--- config.mk ---
export PLATFORM = sky130hd
export DESIGN_NAME = cpu_ctrl_fsm_flat
export DESIGN_NICKNAME = d
export VERILOG_FILES = /design/src/rtl/cpu_ctrl_fsm_pkg.sv /design/src/rtl/cpu_ctrl_fsm_if.sv /design/src/rtl/cpu_ctrl_fsm.sv /design/src/flat_wrapper.sv
export SDC_FILE = /design/constraint.sdc
export NUM_CORES = 1
export LEC_CHECK = 0
export CORE_ASPECT_RATIO = 0.9
export CORE_UTILIZATION = 46
export DETAILED_ROUTE_END_ITERATION = 6
export GPL_TIMING_DRIVEN = 0
export PLACE_DENSITY = 0.76
export SLEW_MARGIN = 5
export SYNTH_ARGS = -nofsm -noshare
export SYNTH_HDL_FRONTEND = slang
export SYNTH_SLANG_ARGS = --single-unit
--- constraint.sdc ---
create_clock -name clk -period 1.5 [get_ports clk]
set_input_delay 0.225 -clock clk [delete_from_list [all_inputs] [get_ports clk]]
set_output_delay 0.225 -clock clk [all_outputs]
set_load 0.01 [all_outputs]
--- src/rtl/cpu_ctrl_fsm_pkg.sv ---
// Shared encodings for the multi-cycle CPU controller: state enum,
// opcode/op constants, register and write-back select codes, and the
// per-state control-word decode.
package cpu_ctrl_pkg;

    typedef enum logic [2:0] {
        S_WAIT   = 3'd0,
        S_DECODE = 3'd1,
        S_GET_A  = 3'd2,
        S_GET_B  = 3'd3,
        S_EXEC   = 3'd4,
        S_WR_REG = 3'd5,
        S_WR_IMM = 3'd6,
        S_ERROR  = 3'd7
    } state_t;

    localparam logic [2:0] OPC_MOV    = 3'b110;
    localparam logic [2:0] OPC_ALU    = 3'b101;

    localparam logic [1:0] OP_MOV_IMM = 2'b10;
    localparam logic [1:0] OP_MOV_REG = 2'b00;
    localparam logic [1:0] OP_ADD     = 2'b00;
    localparam logic [1:0] OP_CMP     = 2'b01;
    localparam logic [1:0] OP_AND     = 2'b10;
    localparam logic [1:0] OP_MVN     = 2'b11;

    localparam logic [2:0] NSEL_NONE  = 3'b000;
    localparam logic [2:0] NSEL_RN    = 3'b100;
    localparam logic [2:0] NSEL_RD    = 3'b010;
    localparam logic [2:0] NSEL_RM    = 3'b001;

    localparam logic [1:0] VSEL_C     = 2'b00;
    localparam logic [1:0] VSEL_IMM8  = 2'b10;

    typedef struct packed {
        logic       w;
        logic [2:0] nsel;
        logic       loada;
        logic       loadb;
        logic       loadc;
        logic       loads;
        logic       asel;
        logic       bsel;
        logic [1:0] vsel;
        logic       write;
        logic       err;
    } ctrl_t;

    // Control word presented while the machine sits in state st for the
    // instruction whose latched fields are opc/op.
    function automatic ctrl_t decode_ctrl(input state_t st,
                                          input logic [2:0] opc,
                                          input logic [1:0] op);
        ctrl_t c;
        c = '0;
        case (st)
            S_WAIT:   c.w = 1'b1;
            S_DECODE: c.w = 1'b0;
            S_GET_A: begin
                c.nsel  = NSEL_RN;
                c.loada = 1'b1;
            end
            S_GET_B: begin
                c.nsel  = NSEL_RM;
                c.loadb = 1'b1;
            end
            S_EXEC: begin
                c.asel = (opc == OPC_MOV) ? 1'b1 : 1'b0;
                if ((opc == OPC_ALU) && (op == OP_CMP)) begin
                    c.loads = 1'b1;
                end else begin
                    c.loadc = 1'b1;
                end
            end
            S_WR_REG: begin
                c.nsel  = NSEL_RD;
                c.vsel  = VSEL_C;
                c.write = 1'b1;
            end
            S_WR_IMM: begin
                c.nsel  = NSEL_RN;
                c.vsel  = VSEL_IMM8;
                c.write = 1'b1;
            end
            S_ERROR:  c.err = 1'b1;
            default:  c = '0;
        endcase
        return c;
    endfunction

endpackage

--- src/rtl/cpu_ctrl_fsm_if.sv ---
// Decoder/datapath bundle for the CPU controller. The master side
// issues start and the instruction fields; the slave (the controller)
// returns the wait flag and every datapath control.
interface cpu_ctrl_fsm_if;
    logic       s;
    logic [2:0] opcode;
    logic [1:0] op;
    logic       w;
    logic [2:0] nsel;
    logic       loada;
    logic       loadb;
    logic       loadc;
    logic       loads;
    logic       asel;
    logic       bsel;
    logic [1:0] vsel;
    logic       write;
    logic       err;

    modport master (
        output s, opcode, op,
        input  w, nsel, loada, loadb, loadc, loads, asel, bsel, vsel, write, err
    );

    modport slave (
        input  s, opcode, op,
        output w, nsel, loada, loadb, loadc, loads, asel, bsel, vsel, write, err
    );
endinterface

--- src/rtl/cpu_ctrl_fsm.sv ---
// Multi-cycle control FSM for the 16-bit CPU. Sequences each instruction
// through read / execute / write-back and drives the datapath controls.
// Outputs are registered from the next state, so they depend only on
// state and never combinationally on inputs.
// Optional macro CTRL_ILLEGAL_TRAP_EN: illegal instructions enter a
// sticky ERROR state (err = 1) instead of returning to WAIT.
module cpu_ctrl_fsm
    import cpu_ctrl_pkg::*;
(
    input  logic              clk,
    input  logic              reset,
    cpu_ctrl_fsm_if.slave     bus
);

    state_t     r_state;
    state_t     w_next_state;
    logic [2:0] r_opcode;
    logic [1:0] r_op;
    ctrl_t      r_ctrl;
    ctrl_t      w_ctrl_next;

    // Next-state selection from the current state and the latched instruction.
    always_comb begin
        w_next_state = r_state;
        case (r_state)
            S_WAIT: begin
                if (bus.s) begin
                    w_next_state = S_DECODE;
                end else begin
                    w_next_state = S_WAIT;
                end
            end
            S_DECODE: begin
                if ((r_opcode == OPC_MOV) && (r_op == OP_MOV_IMM)) begin
                    w_next_state = S_WR_IMM;
                end else if ((r_opcode == OPC_MOV) && (r_op == OP_MOV_REG)) begin
                    w_next_state = S_GET_B;
                end else if ((r_opcode == OPC_ALU) && (r_op == OP_MVN)) begin
                    w_next_state = S_GET_B;
                end else if (r_opcode == OPC_ALU) begin
                    w_next_state = S_GET_A;
                end else begin
`ifdef CTRL_ILLEGAL_TRAP_EN
                    w_next_state = S_ERROR;
`else
                    w_next_state = S_WAIT;
`endif
                end
            end
            S_GET_A:  w_next_state = S_GET_B;
            S_GET_B:  w_next_state = S_EXEC;
            S_EXEC: begin
                if ((r_opcode == OPC_ALU) && (r_op == OP_CMP)) begin
                    w_next_state = S_WAIT;
                end else begin
                    w_next_state = S_WR_REG;
                end
            end
            S_WR_REG: w_next_state = S_WAIT;
            S_WR_IMM: w_next_state = S_WAIT;
`ifdef CTRL_ILLEGAL_TRAP_EN
            S_ERROR:  w_next_state = S_ERROR;
`endif
            default:  w_next_state = S_WAIT;
        endcase
    end

    // Control word for the state about to be entered; DECODE carries no
    // controls, so the already-latched instruction fields are sufficient.
    always_comb begin
        w_ctrl_next = decode_ctrl(w_next_state, r_opcode, r_op);
`ifndef CTRL_ILLEGAL_TRAP_EN
        w_ctrl_next.err = 1'b0;
`endif
    end

    // State, instruction latch and registered outputs; reset aborts any
    // instruction in flight and returns to WAIT with only w asserted.
    always_ff @(posedge clk or posedge reset) begin
        if (reset) begin
            r_state  <= S_WAIT;
            r_opcode <= 3'b000;
            r_op     <= 2'b00;
            r_ctrl   <= decode_ctrl(S_WAIT, 3'b000, 2'b00);
        end else begin
            r_state <= w_next_state;
            r_ctrl  <= w_ctrl_next;
            if ((r_state == S_WAIT) && bus.s) begin
                r_opcode <= bus.opcode;
                r_op     <= bus.op;
            end
        end
    end

    assign bus.w     = r_ctrl.w;
    assign bus.nsel  = r_ctrl.nsel;
    assign bus.loada = r_ctrl.loada;
    assign bus.loadb = r_ctrl.loadb;
    assign bus.loadc = r_ctrl.loadc;
    assign bus.loads = r_ctrl.loads;
    assign bus.asel  = r_ctrl.asel;
    assign bus.bsel  = r_ctrl.bsel;
    assign bus.vsel  = r_ctrl.vsel;
    assign bus.write = r_ctrl.write;
    assign bus.err   = r_ctrl.err;

endmodule

--- src/flat_wrapper.sv ---
// flat-port wrapper written by rule: the top's interface ports become plain ports
module cpu_ctrl_fsm_flat import cpu_ctrl_pkg::*;
  (clk, reset, bus_s, bus_opcode, bus_op, bus_w, bus_nsel, bus_loada, bus_loadb, bus_loadc, bus_loads, bus_asel, bus_bsel, bus_vsel, bus_write, bus_err);
  cpu_ctrl_fsm_if bus_i ();
  input  logic clk;
  input  logic reset;
  input wire logic [$bits(bus_i.s)-1:0] bus_s;
  input wire logic [$bits(bus_i.opcode)-1:0] bus_opcode;
  input wire logic [$bits(bus_i.op)-1:0] bus_op;
  output wire logic [$bits(bus_i.w)-1:0] bus_w;
  output wire logic [$bits(bus_i.nsel)-1:0] bus_nsel;
  output wire logic [$bits(bus_i.loada)-1:0] bus_loada;
  output wire logic [$bits(bus_i.loadb)-1:0] bus_loadb;
  output wire logic [$bits(bus_i.loadc)-1:0] bus_loadc;
  output wire logic [$bits(bus_i.loads)-1:0] bus_loads;
  output wire logic [$bits(bus_i.asel)-1:0] bus_asel;
  output wire logic [$bits(bus_i.bsel)-1:0] bus_bsel;
  output wire logic [$bits(bus_i.vsel)-1:0] bus_vsel;
  output wire logic [$bits(bus_i.write)-1:0] bus_write;
  output wire logic [$bits(bus_i.err)-1:0] bus_err;
  assign bus_i.s = bus_s;
  assign bus_i.opcode = bus_opcode;
  assign bus_i.op = bus_op;
  assign bus_w = bus_i.w;
  assign bus_nsel = bus_i.nsel;
  assign bus_loada = bus_i.loada;
  assign bus_loadb = bus_i.loadb;
  assign bus_loadc = bus_i.loadc;
  assign bus_loads = bus_i.loads;
  assign bus_asel = bus_i.asel;
  assign bus_bsel = bus_i.bsel;
  assign bus_vsel = bus_i.vsel;
  assign bus_write = bus_i.write;
  assign bus_err = bus_i.err;
  cpu_ctrl_fsm u_core (.clk(clk), .reset(reset), .bus(bus_i));
endmodule
After elaboration in Yosys (flattened, before gate mapping)
Index checks and enable logic that the tools add are counted.
Widths: inputs -> output; s select.
- memories: 0
- word-level logic and storage cells: 51
- output and inout bits: 14
- ROM bits: 0
- register bits after elaboration: 20
- latch bits: 0
- bits in writable memories: 0
- bitwise gates (word level): 0
- shifts and indexed selects: 0
- multiply operators: 0
- multiplexer cells: 16
- divide/modulo/power cells: 0
- add/sub/neg operators: 0
- reductions and logical operators: 9
- equality and inequality tests: 14
- order comparisons: 0
- operators by type and width (kind ; number):
    $eq 3x3->1 const B ; 6
    $mux 3 ; 5
    $pmux 3 s5 ; 1
    $eq 3x2->1 const B ; 4
    $pmux 3 s3 ; 1
    $mux 1 ; 7
    $logic_not 3->1 ; 2
    $pmux 3 s2 ; 1
    $logic_and 1x1->1 ; 5
    $eq 2x2->1 const B ; 2
    $eq 3x1->1 const B ; 1
    $eq 2x1->1 const B ; 1
    $logic_not 2->1 ; 1
    $mux 2 ; 1
    $reduce_or 2->1 ; 1

Logic depth before layout (Yosys ltp)
- word-level depth: 9
- gate-level depth with buffers: 5
- depth with buffers taken out: 5

Worst setup path before layout
No wires, ideal clock.
- path type: flip-flop to flip-flop
- start point: register u_core.r_state[1]
- end point: register u_core.r_op[0]
- library setup time: 0.127 ns
- period minus slack after synthesis: 1.326 ns
- data arrival time: 1.199 ns
- setup slack: 0.174 ns
- buffers on the path: 0
- stages on the path, launching flop included: 3
- required time: 1.373 ns
- cell sequence: dfrtp_1 > nor4b_4 > mux2_1
- longest elaborated chain between the ends: 2
- RTL lines (what ; line ; source):
    start, declared ; cpu_ctrl_fsm.sv:15 ; state_t r_state;
    start signal, assigned ; cpu_ctrl_fsm.sv:86 ; r_state <= w_next_state;
    $logic_not 3->1 ; cpu_ctrl_fsm.sv:88 ; if ((r_state == S_WAIT) && bus.s) begin
    $logic_and 1x1->1 ; cpu_ctrl_fsm.sv:88 ;
    end signal, assigned ; cpu_ctrl_fsm.sv:90 ; r_op <= bus.op;
    end, declared ; cpu_ctrl_fsm.sv:18 ; logic [1:0] r_op;
Every way passes these cells.
A chain may end at the register's enable or synchronous reset.

Worst setup path in the final report
- start point: register u_core.r_opcode[1]
- end point: register u_core.r_state[2]
- longest elaborated chain between the ends: 5
- elaborated cells between the ends (all ways): 9
- RTL lines (what ; line ; source):
    start, declared ; cpu_ctrl_fsm.sv:17 ; logic [2:0] r_opcode;
    start signal, assigned ; cpu_ctrl_fsm.sv:89 ; r_opcode <= bus.opcode;
    $eq 3x3->1 ; cpu_ctrl_fsm.sv:34, cpu_ctrl_fsm.sv:36 ;
    $logic_and 1x1->1 ; cpu_ctrl_fsm.sv:36 ; end else if ((r_opcode == OPC_MOV) && (r_op == OP_MOV_REG)) begin
    $mux 3 ; cpu_ctrl_fsm.sv:36 ;
    $mux 3 ; cpu_ctrl_fsm.sv:34 ; if ((r_opcode == OPC_MOV) && (r_op == OP_MOV_IMM)) begin
    $pmux 3 s5 * ; cpu_ctrl_fsm.sv:25 ; case (r_state)
    named net u_core.w_next_state[2] ; cpu_ctrl_fsm.sv:16 ; state_t w_next_state;
Mark *: on every way through the listed nets, which the timed path passes. The rest lies on a longest branch.

==> impl_metrics.json <==
{
  "netlist_instances": 63,
  "crit_cells": 4,
  "ir_drop_uv": 788,
  "utilization_pct": 64.9,
  "hold_violations": 0,
  "setup_slack_ns": 0.0945,
  "yosysSeqAreaShare_pct": 55.7,
  "cts_num_sinks": 19,
  "io_pins": 22,
  "rows": 14,
  "initial_core_util_pct": 49.9,
  "drc": 0,
  "synth_cell_type_count": 29,
  "die_y_um": 42.9,
  "r2r_end": "u_core.r_state[2]$_DFF_PP0_",
  "syn_avg_cell_area_um2": 13.6,
  "port_buffers": 18,
  "end_kind": "flop",
  "rsz0062_at_grt": "false",
  "ys_ff_latch": 19,
  "r2r_slack_ns": 0.09,
  "diodes": 0,
  "grt.total_usage_pct": 16.7,
  "crit_family": "simple AND/OR/NAND/NOR gates",
  "die_w_um": 47.5,
  "grt_first_pass_wirelength_um": 2330,
  "via_count": 533,
  "totalPowerFinal_uw": 1840,
  "die_area_um2": 2040,
  "synth_top_cell_area_share_pct": 52.6,
  "gr-total-overflow": 0,
  "max_slew.worst_pin.slew_ns": 0.667,
  "p_leak_uw": 0.000517,
  "antenna_found_initial": 0,
  "path_clk_slew_ns": 0.10,
  "place_congestion": 0.750,
  "layout_min_cycle_time_ns": 1.41,
  "wl_met1_um": 566,
  "routed_wirelength_um": 1270,
  "r2r_cells": 4,
  "syn2layout_area_growth_pct": 30.3,
  "startpoint": "u_core.r_opcode[1]$_DFFE_PP0P_",
  "yosys.area.top_type": "dfrtp_1",
  "fillers": 144,
  "period_share_pct": 93.7,
  "first_pass_iters": 4,
  "cellPowerDensity_nw_per_um2": 1650,
  "top_signal_layer_used": "met4",
  "clock_path_buffers": 2,
  "coreArea_um2": 1720,
  "wl_met3_um": 49,
  "grt_max_degree": 20,
  "pre_cts_slack_ns": -0.121,
  "first_iter_violations": 8,
  "cts_tree": "yes",
  "via_per_inst": 4.72,
  "cpMaxStageDelayCell": "dfrtp_1",
  "slew_headroom_pct": 55.5,
  "holdBufCountCts": 0,
  "cp_data_required_time_ns": 1.68,
  "htree_levels": 1,
  "worst_path_largest_cell_delay_ns": 0.47,
  "worstPathCellList": "nor3b_2, and3_1, o21a_2, or2_1",
  "syn_area_um2": 856,
  "final_net_count": 98,
  "ys_warn_count": 0,
  "clk_latency_ns": 0.29,
  "drive_gt1_share_pct": 28.1,
  "r2r_start": "u_core.r_opcode[1]$_DFFE_PP0P_",
  "ant_nets": 0,
  "grt_pass1_vias": 521,
  "crit_end": "u_core.r_state[2]$_DFF_PP0_",
  "cap_violations": 0,
  "cts_root_buf": "clkbuf_4",
  "route.met2.wl_um": 643,
  "cp-start-kind": "flop",
  "hp-class": "in -> async",
  "slew_viol_final": 0,
  "timing.critical_path.buf_inv": 0,
  "setup_viol": 0,
  "outcome": "finished, final reports clean",
  "tns_ns": 0,
  "wl_per_cell_um": 11.2,
  "timing.fmax_mhz": 712,
  "ys_top_cells_by_area": "dfrtp_1, mux2_1, dfstp_2, nand4b_4, nor4b_4",
  "crit_type": "reg -> reg",
  "crit_arrival_ns": 1.58,
  "critPathMaxFanout": 8,
  "finalHoldWorstSlack_ns": 0.326,
  "fin_skew_ns": 0.00633,
  "dp.final_hpwl_um": 1000,
  "cts_buffers": 3
}
routing by layer:
metal | track usage [%] | vias up
met3 | 3.83 | 2
met4 | 6.86 | 0
met5 | 0 | -
met2 | 25.2 | 14
li1 | - | 262
met1 | 22.8 | 255
kinds of logic after synthesis:
group | Yosys count | share of synthesized area (%)
muxes | 5 | 6.58
and+or+nand+nor | 28 | 27.9
buffers and inverters | 6 | 3.95
DFF | 19 | 55.7
AOI/OAI and AO/OA | 4 | 5.41
other | 1 | 0.438
sequential cells by signal, summed over array words and instances, names as in the netlist:
| register | cells |
|---|---|
| u_core.bus.loadb | 1 |
| u_core.bus.loadc | 1 |
| u_core.bus.w | 1 |
| u_core.r_opcode | 3 |
| u_core.r_op | 2 |
| u_core.bus.nsel | 3 |
| u_core.bus.asel | 1 |
| u_core.bus.write | 1 |
| u_core.bus.loada | 1 |
| u_core.bus.loads | 1 |
| u_core.r_state | 3 |
| u_core.bus.vsel | 1 |
area by class of cell:
class / instances / area [um2] / share of cell area, %
sequential: 19 / 477 / 42.8
multi-input combinational: 40 / 353 / 31.6
timing repair buffer: 20 / 194 / 17.4
tap: 24 / 30.0 / 2.69
clock buffer: 3 / 22.5 / 2.02
buffer: 3 / 22.5 / 2.02
inverter: 3 / 11.3 / 1.01
clock inverter: 1 / 5.00 / 0.449
placed cells by master, fill, tap and decap left out, types with 2 or more instances in the layout:
master / Yosys / final
mux2_1: 5 / 5
dfrtp_1: 18 / 18
nand2_1: 4 / 4
nor2_1: 5 / 5
nor3_2: 2 / 2
conb_1: 1 / 3
or2_1: 2 / 2
clkdlybuf4s50_1: 0 / 17
nor2b_1: 2 / 2
inv_1: 2 / 2
clkbuf_4: 0 / 3
buf_4: 3 / 5
metrics by stage:
stage	cells	instance area (um2)
final	113	1110
after global routing	113	1110
after CTS	111	1100
after detailed placement	107	1070
after global placement	107	1070
after floorplan	65	863
report_power, final:
group          leakage [uW]  switching (uW)  internal [uW]  total, uW
combinational      0.000253             285            434        720
sequential         0.000246             174            700        874
clock             0.0000177             144           99.0        243
total              0.000517             604           1230       1840
synthesized netlist by cell type:
master / count
dfrtp_1: 18
mux2_1: 5
nor2_1: 5
nand2_1: 4
buf_4: 3
inv_1: 2
nor2b_1: 2
nor3_2: 2
or2_1: 2
and2_4: 1
and2b_2: 1
and3_1: 1
and3b_1: 1
and4b_4: 1
and4bb_4: 1
conb_1: 1
dfstp_2: 1
inv_2: 1
nand3b_1: 1
nand4b_1: 1
nand4b_4: 1
nor3b_2: 1
nor4b_2: 1
nor4b_4: 1
o211ai_2: 1
o21a_2: 1
o21ai_2: 1
o21ai_4: 1
or2_0: 1
worst min path at each step:
stage	start	endpoint	slack, ns	cells past startpoint
2_1_floorplan	reset	u_core.bus.asel$_DFF_PP0_	0.18	1
3_3_place_gp	u_core.r_op[1]$_DFFE_PP0P_	u_core.r_op[1]$_DFFE_PP0P_	0.56	1
3_5_place_dp	u_core.r_opcode[2]$_DFFE_PP0P_	u_core.r_opcode[2]$_DFFE_PP0P_	0.57	1
4_1_cts	reset	u_core.bus.nsel[0]$_DFF_PP0_	0.35	2
5_1_grt	reset	u_core.bus.loadb$_DFF_PP0_	0.40	2
6_report	reset	u_core.bus.nsel[0]$_DFF_PP0_	0.33	2
worst register-to-register path, cell delays in order, from the launching register on:
cell,delay [ns]
dfrtp_1,0.47
nor3b_2,0.20
and3_1,0.20
o21a_2,0.22
or2_1,0.20
what timing repair did:
item / in CTS / in global routing
gates resized for setup: 1 / 0
pin swaps: 0 / 1
setup buffers: 0 / 2
endpoints found under the setup margin: 1 / 7
(Power assumes the default switching activity.)
